==> config.mk <==
export PLATFORM = sky130hd
export DESIGN_NAME = decoder_ctrl_flat
export DESIGN_NICKNAME = d
export VERILOG_FILES = /design/src/rtl/decoder_pkg.sv /design/src/rtl/decoder_ctrl_if.sv /design/src/rtl/decoder_ctrl_bit_packer.sv /design/src/rtl/decoder_ctrl.sv /design/src/flat_wrapper.sv
export SDC_FILE = /design/constraint.sdc
export NUM_CORES = 1
export LEC_CHECK = 0
export CORE_MARGIN = 2
export CORE_UTILIZATION = 50
export CTS_CLUSTER_SIZE = 8
export DETAILED_ROUTE_END_ITERATION = 6
export PLACE_DENSITY = 0.91
export SKIP_LAST_GASP = 1
export SLEW_MARGIN = 25
export SYNTH_ARGS = -nofsm -noshare
export SYNTH_HDL_FRONTEND = slang
export SYNTH_SLANG_ARGS = --single-unit
==> constraint.sdc <==
create_clock -name clk -period 5.7 [get_ports clk]
set_clock_uncertainty 0.2 [all_clocks]
set_input_delay 1.14 -clock clk [delete_from_list [all_inputs] [get_ports clk]]
set_output_delay 1.14 -clock clk [all_outputs]
set_load 0.01 [all_outputs]
==> src/rtl/decoder_pkg.sv <==
// Shared widths, FSM state encodings and width helpers for the decoder job sequencer.
package decoder_pkg;

  localparam int unsigned CW_W_DEF   = 10;
  localparam int unsigned NUM_CW_DEF = 10;
  localparam int unsigned OUT_W_DEF  = 8;
  localparam int unsigned CNT_W_DEF  = 6;

  localparam int unsigned ST_W = 3;
  localparam logic [ST_W-1:0] ST_IDLE  = 3'd0;
  localparam logic [ST_W-1:0] ST_LOAD  = 3'd1;
  localparam logic [ST_W-1:0] ST_START = 3'd2;
  localparam logic [ST_W-1:0] ST_RUN   = 3'd3;
  localparam logic [ST_W-1:0] ST_FLUSH = 3'd4;
  localparam logic [ST_W-1:0] ST_DONE  = 3'd5;

  // Counter width able to index n values, never narrower than one bit
  function automatic int unsigned cnt_w(input int unsigned n);
    return (n <= 2) ? 1 : $clog2(n);
  endfunction

endpackage

==> src/rtl/decoder_ctrl_if.sv <==
// Generic valid/ready data port used for the host codeword input and the packed word output.
interface decoder_ctrl_if #(parameter int unsigned W = 8) ();
  logic [W-1:0] data;
  logic         valid;
  logic         ready;

  modport master (output data, output valid, input ready);
  modport slave  (input data, input valid, output ready);
endinterface

==> src/rtl/decoder_ctrl_bit_packer.sv <==
// Serial-to-parallel packer: MSB-first shift register, single-entry output holding register, drop detect.
module bit_packer
  import decoder_pkg::*;
#(
  parameter int unsigned OUT_W = OUT_W_DEF
) (
  input  logic             clk,
  input  logic             rst,
  input  logic             bit_in,
  input  logic             bit_vld,
  input  logic             flush,
  input  logic             ovf_clr,
  output logic [OUT_W-1:0] word,
  output logic             word_vld,
  input  logic             word_rdy,
  output logic             ovf,
  output logic             empty
);

  localparam int unsigned BC_W = cnt_w(OUT_W);

  logic [OUT_W-1:0] sreg_q;
  logic [OUT_W-1:0] sreg_n;
  logic [BC_W-1:0]  cnt_q;
  logic [BC_W-1:0]  cnt_n;
  logic             complete_c;
  logic [OUT_W-1:0] done_word_c;

  // Shift in the current bit first so a flush in the same cycle includes it
  always_comb begin
    sreg_n      = sreg_q;
    cnt_n       = cnt_q;
    complete_c  = 1'b0;
    done_word_c = sreg_q;
    if (bit_vld) begin
      sreg_n = {sreg_q[OUT_W-2:0], bit_in};
      if (cnt_q == BC_W'(OUT_W - 1)) begin
        complete_c  = 1'b1;
        done_word_c = sreg_n;
        cnt_n       = '0;
      end else begin
        cnt_n = cnt_q + BC_W'(1);
      end
    end
    if (!complete_c && flush && (cnt_n != '0)) begin
      complete_c  = 1'b1;
      done_word_c = sreg_n << (OUT_W - 32'(cnt_n));
      cnt_n       = '0;
      sreg_n      = '0;
    end
  end

  always_ff @(posedge clk) begin
    if (rst) begin
      sreg_q   <= '0;
      cnt_q    <= '0;
      word     <= '0;
      word_vld <= 1'b0;
      ovf      <= 1'b0;
    end else begin
      sreg_q <= sreg_n;
      cnt_q  <= cnt_n;
      if (complete_c) begin
        if (!word_vld || word_rdy) begin
          word     <= done_word_c;
          word_vld <= 1'b1;
        end else begin
          ovf <= 1'b1;
        end
      end else if (word_rdy) begin
        word_vld <= 1'b0;
      end
      if (ovf_clr) begin
        ovf <= 1'b0;
      end
    end
  end

  assign empty = (cnt_q == '0) && !word_vld;

endmodule

==> src/rtl/decoder_ctrl.sv <==
// Job sequencer: loads NUM_CW codewords into the FIFO, starts the decoder, packs and drains its bits.
module decoder_ctrl
  import decoder_pkg::*;
#(
  parameter int unsigned CW_W   = CW_W_DEF,
  parameter int unsigned NUM_CW = NUM_CW_DEF,
  parameter int unsigned OUT_W  = OUT_W_DEF,
  parameter int unsigned CNT_W  = CNT_W_DEF
) (
  input  logic              clk,
  input  logic              rst,
  decoder_ctrl_if.slave     cw,
  output logic [CW_W-1:0]   fifo_din,
  output logic              fifo_wr_en,
  input  logic              fifo_full,
  input  logic [CNT_W-1:0]  fifo_count,
  output logic              dec_start,
  input  logic              dec_bin_msg,
  input  logic              dec_msg_rdy,
  input  logic              dec_msg_done,
  decoder_ctrl_if.master    msg,
  output logic              busy,
  output logic              job_done,
  output logic              ovf_err
);

  localparam int unsigned CC_W = cnt_w(NUM_CW + 1);

  logic [ST_W-1:0]  state_q;
  logic [ST_W-1:0]  state_d;
  logic [CC_W-1:0]  cw_cnt_q;
  logic [CC_W-1:0]  cw_cnt_d;
  logic             cw_ready_c;
  logic             accept_c;
  logic             pk_bit_vld_c;
  logic             pk_empty;
  logic [OUT_W-1:0] pk_word;
  logic             pk_word_vld;
  logic             unused_status;

  assign unused_status = ^fifo_count;

  // Host-side acceptance; held low during reset so the FIFO sees no writes
  always_comb begin
    cw_ready_c = 1'b0;
    case (state_q)
      ST_IDLE: cw_ready_c = !fifo_full;
      ST_LOAD: cw_ready_c = !fifo_full && (cw_cnt_q < CC_W'(NUM_CW));
      default: cw_ready_c = 1'b0;
    endcase
    if (rst) begin
      cw_ready_c = 1'b0;
    end
  end

  assign cw.ready   = cw_ready_c;
  assign accept_c   = cw.valid && cw_ready_c;
  assign fifo_din   = cw.data;
  assign fifo_wr_en = accept_c;

  always_ff @(posedge clk) begin
    if (rst) begin
      state_q  <= ST_IDLE;
      cw_cnt_q <= '0;
    end else begin
      state_q  <= state_d;
      cw_cnt_q <= cw_cnt_d;
    end
  end

  always_comb begin
    state_d  = state_q;
    cw_cnt_d = cw_cnt_q;
    case (state_q)
      ST_IDLE: begin
        if (accept_c) begin
          cw_cnt_d = CC_W'(1);
          state_d  = (NUM_CW == 1) ? ST_START : ST_LOAD;
        end
      end
      ST_LOAD: begin
        if (accept_c) begin
          cw_cnt_d = cw_cnt_q + CC_W'(1);
          if (cw_cnt_d == CC_W'(NUM_CW)) begin
            state_d = ST_START;
          end
        end
      end
      ST_START: state_d = ST_RUN;
      ST_RUN: begin
        if (dec_msg_done) begin
          state_d = ST_FLUSH;
        end
      end
      ST_FLUSH: begin
        if (pk_empty) begin
          state_d = ST_DONE;
        end
      end
      ST_DONE: state_d = ST_IDLE;
      default: state_d = ST_IDLE;
    endcase
  end

  assign dec_start    = (state_q == ST_START);
  assign job_done     = (state_q == ST_DONE);
  assign busy         = (state_q != ST_IDLE);
  assign pk_bit_vld_c = dec_msg_rdy && ((state_q == ST_RUN) || (state_q == ST_FLUSH));

  bit_packer #(.OUT_W(OUT_W)) u_packer (
    .clk      (clk),
    .rst      (rst),
    .bit_in   (dec_bin_msg),
    .bit_vld  (pk_bit_vld_c),
    .flush    (state_q == ST_FLUSH),
    .ovf_clr  (state_q == ST_START),
    .word     (pk_word),
    .word_vld (pk_word_vld),
    .word_rdy (msg.ready),
    .ovf      (ovf_err),
    .empty    (pk_empty)
  );

  assign msg.data  = pk_word;
  assign msg.valid = pk_word_vld;

endmodule

==> src/flat_wrapper.sv <==
// flat-port wrapper written by rule: the top's interface ports become plain ports
module decoder_ctrl_flat import decoder_pkg::*;
#(
  parameter int unsigned CW_W   = CW_W_DEF,
  parameter int unsigned NUM_CW = NUM_CW_DEF,
  parameter int unsigned OUT_W  = OUT_W_DEF,
  parameter int unsigned CNT_W  = CNT_W_DEF
)
  (clk, rst, fifo_din, fifo_wr_en, fifo_full, fifo_count, dec_start, dec_bin_msg, dec_msg_rdy, dec_msg_done, busy, job_done, ovf_err, cw_data, cw_valid, cw_ready, msg_data, msg_valid, msg_ready);
  decoder_ctrl_if #(.W(CW_W)) cw_i ();
  decoder_ctrl_if #(.W(OUT_W)) msg_i ();
  input  logic clk;
  input  logic rst;
  output logic [CW_W-1:0] fifo_din;
  output logic fifo_wr_en;
  input  logic fifo_full;
  input  logic [CNT_W-1:0] fifo_count;
  output logic dec_start;
  input  logic dec_bin_msg;
  input  logic dec_msg_rdy;
  input  logic dec_msg_done;
  output logic busy;
  output logic job_done;
  output logic ovf_err;
  input wire logic [$bits(cw_i.data)-1:0] cw_data;
  input wire logic [$bits(cw_i.valid)-1:0] cw_valid;
  output wire logic [$bits(cw_i.ready)-1:0] cw_ready;
  output wire logic [$bits(msg_i.data)-1:0] msg_data;
  output wire logic [$bits(msg_i.valid)-1:0] msg_valid;
  input wire logic [$bits(msg_i.ready)-1:0] msg_ready;
  assign cw_i.data = cw_data;
  assign cw_i.valid = cw_valid;
  assign cw_ready = cw_i.ready;
  assign msg_data = msg_i.data;
  assign msg_valid = msg_i.valid;
  assign msg_i.ready = msg_ready;
  decoder_ctrl #(.CW_W(CW_W), .NUM_CW(NUM_CW), .OUT_W(OUT_W), .CNT_W(CNT_W)) u_core (.clk(clk), .rst(rst), .cw(cw_i), .fifo_din(fifo_din), .fifo_wr_en(fifo_wr_en), .fifo_full(fifo_full), .fifo_count(fifo_count), .dec_start(dec_start), .dec_bin_msg(dec_bin_msg), .dec_msg_rdy(dec_msg_rdy), .dec_msg_done(dec_msg_done), .msg(msg_i), .busy(busy), .job_done(job_done), .ovf_err(ovf_err));
endmodule
==> load_flow_metrics.sql <==
INSERT INTO impl_metrics (metric_group, metric, value, unit) VALUES
('outcome', 'outcome', 'finished clean', ''),
('setup_path', 'timing.rr.start', 'u_core.u_packer.cnt_q[0]', ''),
('pwr', 'power.total', '0.0003646', 'W'),
('clock_tree', 'cts.hold.buffers_added', '0', ''),
('floorplanning', 'start_util', '51.51', '%'),
('detailed_routing', 'route.detailed.drc', '0', ''),
('yosys', 'syn_area_per_cell', '7.932', 'µm²'),
('setup_path', 'worst_path_cell_with_the_longest_stage_delay', 'sky130_fd_sc_hd__clkdlybuf4s50_1', ''),
('detailed_routing', 'detail_route.wl_per_cell', '15.06', 'µm'),
('sta', 'hold_viol_final', '0', ''),
('yosys', 'synth.cells.most_frequent', 'sky130_fd_sc_hd__dfxtp_1 (28), sky130_fd_sc_hd__nand2_1 (28), sky130_fd_sc_hd__a21oi_1 (21)', ''),
('yosys', 'synth_fp_nets', '287', ''),
('setup_path', 'ff2ff_path_depth', '10', ''),
('global_route', 'wire_length_of_the_first_global_routing_pass', '7686', 'µm'),
('clock_tree', 'tritoncts_buffers', '3', ''),
('pwr', 'cellLeakagePower', '0.7868', 'nW'),
('setup_path', 'cp-start-kind', 'input port', ''),
('layout', 'seqCellArea', '560.5', 'µm²'),
('pwr', 'ir_drop', '0.1320', 'mV'),
('floorplanning', 'num_io_pins', '49', ''),
('detailed_routing', 'final_antenna_net_count', '0', ''),
('hold_path', 'hold_path.class', 'reg2reg', ''),
('floorplanning', 'die_area', '4587', 'µm²'),
('layout', 'fillers', '360', ''),
('global_route', 'largest_net_degree_at_the_start_of_global_routing', '23', ''),
('global_route', 'grt_pass1_vias', '1644', ''),
('clock_tree', 'clk_latency', '0.29', 'ns'),
('setup_path', 'timing.critical_path.fanout_max', '14', ''),
('setup_path', 'worst_ep_required_time', '4.36', 'ns'),
('global_route', 'grt.overflow.total', '0', ''),
('global_route', 'antenna_found_initial', '0', ''),
('detailed_routing', 'dr.first_iter.drc_count', '185', ''),
('yosys', 'yosys.area.top_type_share', '27.60', '%'),
('detailed_routing', 'wl_final', '4623', 'µm'),
('layout', 'num_antenna_cells', '0', ''),
('layout', 'area_occupied_by_multi_input_gates', '1267', 'µm²'),
('sta', 'final-setup-viol-count', '0', ''),
('sta', 'finalCritPeriodShare', '81.80', '%'),
('placement', 'post_dp_cell_area', '2160', 'µm²'),
('setup_path', 'timing.critical_path.cells', 'clkdlybuf4s50_1 > nor2_1 > nand2_1 > nor3_1 > nand2_1 > inv_1 > clkdlybuf4s50_1', ''),
('sta', 'final.setup.tns', '0', 'ns'),
('layout', 'layout-drive-gt1-share', '4.669', '%'),
('hold_path', 'min-delay-start', 'u_core.u_packer.sreg_q[7]', ''),
('detailed_routing', 'avgViaCountPerCell', '6.231', ''),
('floorplanning', 'rows', '23', ''),
('setup_path', 'cp_slowest_stage_delay', '0.68', 'ns'),
('detailed_routing', 'vias_after_detailed_routing', '1913', ''),
('sta', 'maxClockFrequency', '0.2145', 'GHz'),
('clock_tree', 'clkTransAtPathRegs', '0.09', 'ns'),
('clock_tree', 'post_cts_resize_count', '0', ''),
('sta', 'report.final.slew_viol_count', '0', ''),
('floorplanning', 'fp.dieW', '67.73', 'µm'),
('layout', 'layout_stage_area_growth_over_the_synthesis_result', '9.057', '%'),
('flow_run', 'max_cap_viol_count', '0', ''),
('yosys', 'synth_top_flop_cell', 'sky130_fd_sc_hd__dfxtp_1', ''),
('yosys', 'synth_seq_cells', '28', ''),
('clock_tree', 'post-cts-setup-buffer-count', '0', ''),
('clock_tree', 'clock_tree.buffer_depth', '2', ''),
('sta', 'worst_pin_slew', '0.9132', 'ns'),
('clock_tree', 'cts_tree', 'done', ''),
('yosys', 'synth.cell_area', '2031', 'µm²'),
('yosys', 'synth.area.top_cells', 'sky130_fd_sc_hd__dfxtp_1 (28%), sky130_fd_sc_hd__a21oi_1 (5.2%), sky130_fd_sc_hd__nand2_1 (5.2%)', ''),
('placement', 'globalplace.congestion', '0.8694', ''),
('global_route', 'global_route.usage.total', '21.85', '%'),
('yosys', 'fraction_of_the_yosys_area_taken_by_sequential_cells', '27.60', '%'),
('clock_tree', 'tritoncts_num_sinks', '28', ''),
('yosys', 'async_reset_ff_share', '0', '%'),
('clock_tree', 'cts.htree.levels', '1', ''),
('sta', 'relSlewSlack', '38.99', '%'),
('hold_path', 'timing.hold.worst_endpoint', 'u_core.u_packer.sreg_q[7]', ''),
('setup_path', 'end_kind', 'output port', '');
==> power by group <==
part	switching [W]	internal (W)
Combinational	0.0000214	0.0000158
Clock	0.0000655	0.0000621
Sequential	0.00000300	0.000197
Total	0.0000899	0.000275
==> cells in the final DEF (no fill, tap or decap), types with 4 or more instances in the layout <==
cell type and instances:
sky130_fd_sc_hd__nand2_1 28, sky130_fd_sc_hd__dfxtp_1 28, sky130_fd_sc_hd__clkdlybuf4s50_1 22, sky130_fd_sc_hd__a21oi_1 21, sky130_fd_sc_hd__nor2_1 18, sky130_fd_sc_hd__o21ai_0 12, sky130_fd_sc_hd__inv_1 8, sky130_fd_sc_hd__nor3_1 7
sky130_fd_sc_hd__mux2i_1 7, sky130_fd_sc_hd__ha_1 7, sky130_fd_sc_hd__and3_1 6, sky130_fd_sc_hd__nand2b_1 5, sky130_fd_sc_hd__nand3b_1 5, sky130_fd_sc_hd__o211ai_1 5, sky130_fd_sc_hd__o21ai_1 5, sky130_fd_sc_hd__nand3_1 5
sky130_fd_sc_hd__or3_1 4, sky130_fd_sc_hd__xnor2_1 4, sky130_fd_sc_hd__a211oi_1 4, sky130_fd_sc_hd__clkbuf_8 4
==> cells by family after synthesis <==
group	count (synthesis)	synth area share [%]
flops	28	27.60
xor+xnor	4	1.725
fa+ha+maj	7	4.313
simple gates	93	23.97
compound gates	76	24.71
buf+inv	36	9.981
mux	12	7.702
==> metrics by stage <==
step,utilization (%),cells,setup WS [ns],hold WS [ns]
after floorplan,-,256,1.309,0.2360
after global placement,54.78,303,0.9541,0.2453
after detailed placement,54.78,303,0.9212,0.2644
after CTS,56.17,307,1.024,0.2790
after global routing,56.17,307,0.7822,0.3006
final,56.17,307,1.037,0.2841
==> final cells by class <==
cell class	instances	area share, %
multi-input cells	192	57.23
flip-flops and latches	28	25.31
clock buffers	4	2.486
repair buffers	24	10.62
inverters	9	1.525
well taps	50	2.825
==> registers in the layout, summed over array words and instances (netlist names) <==
register	flops
u_core.u_packer.sreg_q	8
u_core.cw_cnt_q	4
u_core.u_packer.cnt_q	3
u_core.u_packer.ovf	1
u_core.state_q	3
u_core.u_packer.word_vld	1
u_core.u_packer.word	8
==> routing by layer <==
layer  part of all wire [%]  vias to the layer above  global-route usage (%)  wire length [µm]
met2                     47                       77                   36.15              2165
met1                     44                      887                   27.90              2030
met4                    2.1                        0                   8.418                97
li1                       -                      938                       -                 -
met3                    7.1                       11                   4.167               329
met5                      0                        -                       0                 0
==> how the worst max path moves through the flow <==
stage	from	to	slack, ns	depth (start not counted)
detailed placement	dec_msg_rdy	u_core.u_packer.word[4]	0.92	9
floorplan	dec_msg_rdy	u_core.u_packer.word[4]	1.31	12
global route	rst	fifo_wr_en	0.78	7
global placement	dec_msg_rdy	u_core.u_packer.word[4]	0.95	9
CTS	rst	fifo_wr_en	1.02	7
finish	rst	fifo_wr_en	1.04	7
==> worst max-delay path, delay by kind of cell <==
kind / cells / cell delay [ns]
simple gates: 4 / 0.75
buf+inv: 3 / 1.42
Note: power is estimated with default switching activity, not from simulation.
